[src/rtl/melody_sequencer.sv]
// melody_sequencer: programmable melody player driving a PWM audio pin.
// A note RAM holds {dur, oct, pitch} entries. Playback supports start, stop
// and loop control, inserts a silent gap at the end of every note, stops at
// a dur==0 marker and reports status.
// Optional build macro MELODY_VOLUME_EN adds a 4-bit volume input that gates
// the high half-period with a 16-step duty pattern.
module melody_sequencer #(
    parameter int CLK_HZ      = 25000000,
    parameter int DEPTH       = 64,
    parameter int DUR_W       = 4,
    parameter int BEAT_CYCLES = 6250000,
    parameter int GAP_CYCLES  = 250000,
    localparam int ADDR_W     = $clog2(DEPTH)
) (
    input  logic              clk,
    input  logic              rst,
    input  logic              start,
    input  logic              stop,
    input  logic              loop_en,
    input  logic              wr_en,
    input  logic [ADDR_W-1:0] wr_addr,
    input  logic [DUR_W+5:0]  wr_data,
`ifdef MELODY_VOLUME_EN
    input  logic [3:0]        volume,
`endif
    output logic              aud_pwm,
    output logic              aud_sd,
    output logic              playing,
    output logic [ADDR_W-1:0] note_idx,
    output logic              done
);

    localparam logic [2:0] S_IDLE  = 3'd0;
    localparam logic [2:0] S_FETCH = 3'd1;
    localparam logic [2:0] S_TONE  = 3'd2;
    localparam logic [2:0] S_GAP   = 3'd3;
    localparam logic [2:0] S_END   = 3'd4;

    // Half-period numerator; the lowest note (C4) gives the widest count.
    localparam longint CLK500   = longint'(CLK_HZ) * 500;
    localparam int     HALF_W   = $clog2(CLK500 / 261626 + 1);
    localparam longint NOTE_MAX = longint'((1 << DUR_W) - 1) * BEAT_CYCLES;
    localparam int     NOTE_W   = $clog2(NOTE_MAX + 1);
    localparam int     GAP_W    = $clog2(GAP_CYCLES + 1);

    // Every arm is an elaboration-time constant, so this folds into a small ROM.
    function automatic logic [HALF_W-1:0] half_lookup(input logic [3:0] p);
        case (p)
            4'd1:    return HALF_W'(CLK500 / 261626);
            4'd2:    return HALF_W'(CLK500 / 277183);
            4'd3:    return HALF_W'(CLK500 / 293665);
            4'd4:    return HALF_W'(CLK500 / 311127);
            4'd5:    return HALF_W'(CLK500 / 329628);
            4'd6:    return HALF_W'(CLK500 / 349228);
            4'd7:    return HALF_W'(CLK500 / 369994);
            4'd8:    return HALF_W'(CLK500 / 391995);
            4'd9:    return HALF_W'(CLK500 / 415305);
            4'd10:   return HALF_W'(CLK500 / 440000);
            4'd11:   return HALF_W'(CLK500 / 466164);
            4'd12:   return HALF_W'(CLK500 / 493883);
            default: return '0;
        endcase
    endfunction

    logic [DUR_W+5:0]  mem [DEPTH];
    logic [DUR_W+5:0]  fetch_word;
    logic [DUR_W-1:0]  fetch_dur;
    logic [1:0]        fetch_oct;
    logic [3:0]        fetch_pitch;

    logic [2:0]        state;
    logic [NOTE_W-1:0] note_cnt;
    logic [HALF_W-1:0] tone_cnt;
    logic [HALF_W-1:0] half_eff;
    logic [GAP_W-1:0]  gap_cnt;
    logic              is_rest;
    logic              tone_level;

    assign fetch_word  = mem[note_idx];
    assign fetch_dur   = fetch_word[DUR_W+5:6];
    assign fetch_oct   = fetch_word[5:4];
    assign fetch_pitch = fetch_word[3:0];

    // Note RAM write port, open in every state.
    // NOTE: the RAM has no reset; clearing it would forbid block-RAM mapping and
    // a reset must keep the programmed song anyway.
    always_ff @(posedge clk) begin
        if (wr_en) begin
            mem[wr_addr] <= wr_data;
        end
    end

    // Playback FSM with note, tone and gap counters; status registered with state.
    // NOTE: all sequential state uses non-blocking assignments so every register
    // sees the pre-edge value of every other register.
    always_ff @(posedge clk) begin
        if (rst) begin
            state      <= S_IDLE;
            note_idx   <= '0;
            note_cnt   <= '0;
            tone_cnt   <= '0;
            half_eff   <= '0;
            gap_cnt    <= '0;
            is_rest    <= 1'b0;
            tone_level <= 1'b0;
            playing    <= 1'b0;
            aud_sd     <= 1'b0;
            done       <= 1'b0;
        end else if (stop) begin
            state      <= S_IDLE;
            tone_level <= 1'b0;
            playing    <= 1'b0;
            aud_sd     <= 1'b0;
            done       <= 1'b0;
        end else begin
            done <= 1'b0;
            case (state)
                S_IDLE: begin
                    if (start) begin
                        state    <= S_FETCH;
                        note_idx <= '0;
                        playing  <= 1'b1;
                        aud_sd   <= 1'b1;
                    end
                end
                S_FETCH: begin
                    tone_level <= 1'b0;
                    if (fetch_dur == '0) begin
                        state <= S_END;
                    end else begin
                        state    <= S_TONE;
                        note_cnt <= NOTE_W'(fetch_dur) * NOTE_W'(BEAT_CYCLES)
                                    - NOTE_W'(GAP_CYCLES);
                        tone_cnt <= '0;
                        half_eff <= half_lookup(fetch_pitch) >> fetch_oct;
                        is_rest  <= (fetch_pitch == 4'd0) || (fetch_pitch > 4'd12);
                    end
                end
                S_TONE: begin
                    note_cnt <= note_cnt - NOTE_W'(1);
                    if (note_cnt == NOTE_W'(1)) begin
                        state      <= S_GAP;
                        gap_cnt    <= '0;
                        tone_cnt   <= '0;
                        tone_level <= 1'b0;
                    end else if (!is_rest) begin
                        if (tone_cnt == half_eff - HALF_W'(1)) begin
                            tone_cnt   <= '0;
                            tone_level <= ~tone_level;
                        end else begin
                            tone_cnt <= tone_cnt + HALF_W'(1);
                        end
                    end
                end
                S_GAP: begin
                    if (gap_cnt == GAP_W'(GAP_CYCLES - 1)) begin
                        if (note_idx == ADDR_W'(DEPTH - 1)) begin
                            state <= S_END;
                        end else begin
                            note_idx <= note_idx + ADDR_W'(1);
                            state    <= S_FETCH;
                        end
                    end else begin
                        gap_cnt <= gap_cnt + GAP_W'(1);
                    end
                end
                S_END: begin
                    if (loop_en) begin
                        note_idx <= '0;
                        state    <= S_FETCH;
                    end else begin
                        done    <= 1'b1;
                        state   <= S_IDLE;
                        playing <= 1'b0;
                        aud_sd  <= 1'b0;
                    end
                end
                default: begin
                    state   <= S_IDLE;
                    playing <= 1'b0;
                    aud_sd  <= 1'b0;
                end
            endcase
        end
    end

`ifdef MELODY_VOLUME_EN
    logic [3:0] vol_cnt;

    // Free-running duty counter that slices the high half-period into 16 steps.
    always_ff @(posedge clk) begin
        if (rst) begin
            vol_cnt <= '0;
        end else begin
            vol_cnt <= vol_cnt + 4'd1;
        end
    end

    assign aud_pwm = tone_level && (vol_cnt < volume);
`else
    assign aud_pwm = tone_level;
`endif

endmodule

[config.mk]
export PLATFORM = sky130hd
export DESIGN_NAME = melody_sequencer
export DESIGN_NICKNAME = d
export VERILOG_FILES = /design/src/rtl/melody_sequencer.sv
export SDC_FILE = /design/constraint.sdc
export NUM_CORES = 1
export LEC_CHECK = 0
export CAP_MARGIN = 15
export CORE_ASPECT_RATIO = 0.8
export CORE_MARGIN = 2
export CORE_UTILIZATION = 60
export DETAILED_ROUTE_END_ITERATION = 10
export PLACE_DENSITY_LB_ADDON = 0.05
export SLEW_MARGIN = 40
export SYNTH_ARGS = -nofsm -noshare
export SYNTH_HDL_FRONTEND = slang
export SYNTH_SLANG_ARGS = --single-unit
[constraint.sdc]
create_clock -name clk -period 8.25 [get_ports clk]
set_input_delay 1.2375 -clock clk [delete_from_list [all_inputs] [get_ports clk]]
set_output_delay 1.2375 -clock clk [all_outputs]
set_load 0.05 [all_outputs]
# Word level (Yosys, flattened, before mapping)

Memories as Yosys holds them, arrays and structs flattened. A register that Yosys moved wholly into a read port is not among the register bits.
Index checks and enable logic that the tools add are counted.

Memories: 2
Bits in registers: 90
Input bits: 22
ROM bits: 256
Logic and storage cells: 100
RAM bits: 640

Memory list:

| name            | words | width | rd ports | clocked after Yosys merged registers in | wr ports | RTL line | RTL |
|---|---|---|---|---|---|---|---|
| mem             | 64    | 10    | 1        | 1                                       | 1        | 65       | `logic [DUR_W+5:0] mem [DEPTH];` |
| (no name shown) | 16    | 16    | 1        | 0                                       | 0        | 48       | `case (p)` |

$add $sub $neg: 6
Shift-type cells: 1
Multiply operators: 1
Multiplexer cells: 38
Reduce and logical (&&, ||, !) cells: 18
$lt $le $gt $ge: 1
Equal/unequal tests: 18
Bitwise logic cells: 5

Operators by type and width:

| operator                                             | number |
|---|---|
| 2-to-1 mux 16 bit                                    | 8 |
| one-hot mux 27 bit (2 select lines)                  | 1 |
| 2-to-1 mux 18 bit                                    | 2 |
| 2-to-1 mux 6 bit                                     | 6 |
| one-hot mux 18 bit (2 select lines)                  | 1 |
| one-hot mux 16 bit (2 select lines)                  | 1 |
| == test 27 x 1 -> 1 bit (second input constant)      | 1 |
| 2-to-1 mux 27 bit                                    | 1 |
| subtractor 27 x 1 -> 27 bit (second input constant)  | 1 |
| subtractor 27 x 18 -> 27 bit (second input constant) | 1 |
| multiplier 4 x 19 -> 23 bit (second input constant)  | 1 |
| adder 18 x 1 -> 18 bit (second input constant)       | 1 |
| == test 18 bit (second input constant)               | 1 |
| one-hot mux 6 bit (3 select lines)                   | 1 |
| adder 16 x 1 -> 16 bit (second input constant)       | 1 |
| == test 16 bit                                       | 1 |
| inequality test 2 bit (second input constant)        | 8 |
| right shift 16 x 2 -> 16 bit                         | 1 |
| subtractor 16 x 1 -> 16 bit (second input constant)  | 1 |
| 2-to-1 mux 3 bit                                     | 5 |
| one-hot mux 3 bit (5 select lines)                   | 1 |
| AND reduction 3 bit                                  | 5 |
| 2-to-1 mux 1 bit                                     | 9 |
| logical NOT 4 bit                                    | 2 |
| other kinds (18)                                     | 27 |

# Logic depth before layout (Yosys ltp)

Word-level depth: 6
Gate-level depth with buffers: 25

# Least setup slack after synthesis

OpenSTA, ideal clock, no wires.

Kind: register -> register
Start: reg (tool-made name)
End: reg note_cnt[26]
Arrival: 6578 ps
Period minus slack after synthesis: 6710 ps
Setup slack: 1540 ps
Buffers on the path: 7
Cell stages (with the launch flop): 24
Cells stage by stage: dfxtp_1 buf_6 buf_8 buf_12 buf_6 buf_8 buf_6 buf_2 mux4_2 mux4_2 mux4_2 fa_1 fa_1 inv_1 fa_1 nand2b_1 a211oi_1 o31ai_1 a311oi_1 o31ai_1 nor4_1 nand3_1 xor2_1 o22ai_1

RTL lines:

| element              | RTL line | RTL |
|---|---|---|
| end signal, assigned | 132      | `note_cnt <= NOTE_W'(fetch_dur) * NOTE_W'(BEAT_CYCLES)` |
| end signal, assigned | 140      | `note_cnt <= note_cnt - NOTE_W'(1);` |
| end, declared        | 72       | `logic [NOTE_W-1:0] note_cnt;` |

==> summary.txt <==
STA
  • Max Freq: roughly 140 MHz
  • Tmin final: 7.13 ns
  • Fin. Hold Viols: 0
  • Worst Clk Skew: roughly 0.025 ns
  • Setup TNS: 0 ns
  • Slew HR: 45.0%
  • Fin. max-slew vios: 0
  • Final setup fails: 0
  • Unrepaired setup endpoints after global routing: no
  • Worst-margin pin slew: between 0.8 and 0.9 ns
  • Final period util: between 80% and 90%

Layout
  • Fin area: between 30,000 and 40,000 µm²
  • Layout cells sized above 1: 18.3%
  • Area Growth Syn to Fin: 10.6%
  • Fin nets: 2,233
  • Ant diodes: 0

Synthesis
  • Yosys top cell by area: edfxtp_1
  • Post-synth cell types: between 80 and 90
  • Cell count after synthesis: 2,104
  • Syn avg cell area: 15.4 µm²
  • Yosys reg bits: about 740
  • Post-synth ARST share: 0%
  • Ys Warns: 0
  • Top_reg_cell synth: edfxtp_1
  • Largest cells by area after synthesis: edfxtp_1, mux4_2, dfxtp_1
  • Post-synth EDFFs: between 600 and 700
  • Syn Nets: 2,179
  • Synthesized cell area: about 32,000 µm²
  • Post-synthesis sequential area ratio: 65.3%
  • Share of the synthesized area in the top cell type: between 50% and 60%

Detailed routing
  • Drt first-iter violations: around 2,700
  • Antenna-violating nets left: 0
  • Drt total wl: ~80,000 µm
  • DRC: 0
  • Via-to-Cell Ratio: 6.67
  • Total number of vias: 19,449
  • WL/cell: approximately 27 µm
  • 1st-pass router iterations: 6

Clock network
  • # Post-CTS Setup Buffers: 0
  • Post-CTS sizing: 0
  • CTS tree: yes
  • Num CTS Buffers: 70
  • # clock sinks: 736
  • Worst-path clk slew: around 0.060 ns
  • Worst-Skew Late Latency: 0.62 ns
  • H-tree Lvls: 3
  • Clock buffer depth: 3
  • Clock root buffer master: clkbuf_16
  • CTS Hold Bufs: 0

Die
  • Site Rows: 76
  • Chip Width: 264 µm
  • Initial Utilization: between 60% and 70%
  • Die Area: ~56,000 µm²
  • Std-Cell Core Area: between 50,000 and 60,000 µm²
  • I/O Pins: 32
  • Die Ht: approximately 210 µm

Critical path
  • CP Max Fanout: 23
  • Register-to-Register Path Depth: 20
  • Crit Path Category: reg2reg
  • Flop2flop setup slack: 1.12 ns
  • Crit path capture type: register
  • Worst Path Required: a little under 9 ns
  • Worst EP arrival: 7.59 ns
  • CP startpoint kind: register
  • Reg-to-reg endpoint: note_cnt[26]

Power
  • Pwr Density: 227 nW/µm²
  • Leakage: ~11 nW
  • Worst VDD drop: between 200 and 250 µV

Min path
  • Hold Path Class: reg2reg
  • WHS Endpoint: half_eff[15]
  • Min-Delay Path Depth: 2
  • Hold wc startpoint: half_eff[15]

Global route
  • GRT Resource Usage Total: between 20% and 30%
  • Vias in the first global route: roughly 19,000
  • Largest net degree at the start of global routing: between 60 and 70
  • Initial antenna violation count: 0
  • First-pass GRT wire length: about 120,000 µm
  • Total gr overflow: 0

Outcome
  • Outcome: complete, no violations

Placement
  • Routability Congestion: slightly below 0.9
  • DP HPWL: 51,700 µm
  • # port buffers: 31
  • Dpl cell area: 33,500 µm²

Flow run
  • Max-Cap Viols: 0
## per-stage QoR
stage	total power [mW]	cells	setup slack (ns)	util, %	hold slack, ns
floorplan	4.75	2104	1.54	-	0.445
global placement	4.97	2786	1.31	62.2	0.456
detailed placement	4.98	2787	1.24	62.5	0.463
CTS	8.15	2913	1.19	66.7	0.471
global route	8.39	2914	0.725	66.8	0.497
finish	8.12	2914	1.12	66.8	0.468
## kinds of logic (layout without fill, tap and decap cells)
logic type / Yosys count / after routing / share of synthesized area [%]
mux: 210 / 210 / 13.1
simple gates: 568 / 568 / 8.64
buf+inv: 139 / 247 / 2.24
fa+ha+maj: 53 / 53 / 2.23
flops: 736 / 736 / 65.3
compound gates: 325 / 325 / 6.52
xor+xnor: 73 / 73 / 1.97
## Yosys cell counts, types with 6 or more instances
master and count:
edfxtp_1 640, nor2_1 192, mux4_2 159, nand2_1 101, dfxtp_1 96, a21oi_1 78
o21ai_0 68, nand3_1 51, nor3_1 47, clkbuf_1 45, ha_1 45, inv_1 37
xnor2_1 37, xor2_1 36, mux2i_1 34, buf_2 28, a22oi_1 24, o22ai_1 21
nand2b_1 20, nor2b_1 20, and3_1 19, a211oi_1 18, a31oi_1 18, nor4_1 16
or3_1 16, nand4_1 15, and2_1 13, nand3b_1 13, o211ai_1 13, buf_6 10
a21o_1 9, buf_4 9, mux4_1 9, o31ai_1 9, fa_1 8, mux2_2 8
nor3b_1 7, or2_2 7, or4_1 7, a211o_1 6
## layer usage
metal / up-vias / global-route usage (%) / routed length (µm)
li1: 8423 / - / -
met1: 9891 / 45.9 / 35400
met2: 1017 / 42.3 / 35100
met3: 116 / 5.69 / 7630
met4: 2 / 6.15 / 1400
met5: - / 0.697 / 49
## where the power goes
| group | switching [mW] | leakage (nW) | total [mW] | internal, mW |
|---|---|---|---|---|
| sequential | 0.0297 | 6.54 | 4.11 | 4.08 |
| combinational | 0.505 | 3.77 | 0.814 | 0.309 |
| clock | 1.38 | 1.10 | 3.20 | 1.82 |
| total | 1.92 | 11.4 | 8.12 | 6.21 |
## cell usage in the layout (no fill, tap or decap), types with 18 or more instances in the layout
cell type,synthesis,final
dfxtp_1,96,91
xor2_1,36,36
a21oi_1,78,78
nor2_2,0,45
nand3_1,51,51
edfxtp_1,640,640
nor2b_1,20,20
buf_4,9,53
clkbuf_16,0,71
nor3_1,47,46
o21ai_0,68,68
o22ai_1,21,21
and3_1,19,19
nor2_1,192,147
a211oi_1,18,18
inv_1,37,37
xnor2_1,37,37
a31oi_1,18,18
nand2_1,101,101
clkdlybuf4s50_1,0,21
a22oi_1,24,24
mux4_2,159,159
nand2b_1,20,20
mux2i_1,34,34
ha_1,45,45
## area by class of cell
class	instances	area, µm²
Fill cell	3687	17800
Tap cell	702	878
Multi-Input combinational cell	1229	10600
Inverter	39	146
Clock inverter	42	420
Clock buffer	84	1840
Sequential cell	736	21200
Timing Repair Buffer	82	723
## worst max-delay path: stages, from the launching register on
cell      delay, ns
dfxtp_4        0.61
buf_4          0.50
mux4_1         0.65
nand2b_1       0.20
nor4b_1        0.17
a21oi_1        0.26
a21o_1         0.32
inv_1          0.17
fa_1           0.63
fa_1           0.64
inv_1          0.09
fa_1           0.48
nand2b_1       0.19
a211oi_1       0.36
o31ai_1        0.13
a311oi_1       0.44
o31ai_1        0.22
nor4_1         0.47
nand3_1        0.15
xor2_1         0.18
o22ai_1        0.09
## how the worst max path moves through the flow
stage	endpoint	start	slack, ns	cells past startpoint
after floorplan	note_cnt[26]	register	1.54	23
after global placement	note_cnt[26]	register	1.31	17
after detailed placement	note_cnt[26]	register	1.24	17
after CTS	note_cnt[26]	register	1.19	17
after global routing	note_cnt[26]	register	0.72	20
final	note_cnt[26]	register	1.12	20
## sequential cells by signal (all words and copies together), names as in the netlist, named ones only
| name | flops |
|---|---|
| aud_pwm | 1 |
| mem | 640 |
| note_cnt | 27 |
| done | 1 |
| gap_cnt | 18 |
| is_rest | 1 |
| tone_cnt | 16 |
| playing | 1 |
| half_eff | 16 |
| state | 3 |
| note_idx | 6 |
Note: power is estimated with default switching activity, not from simulation.
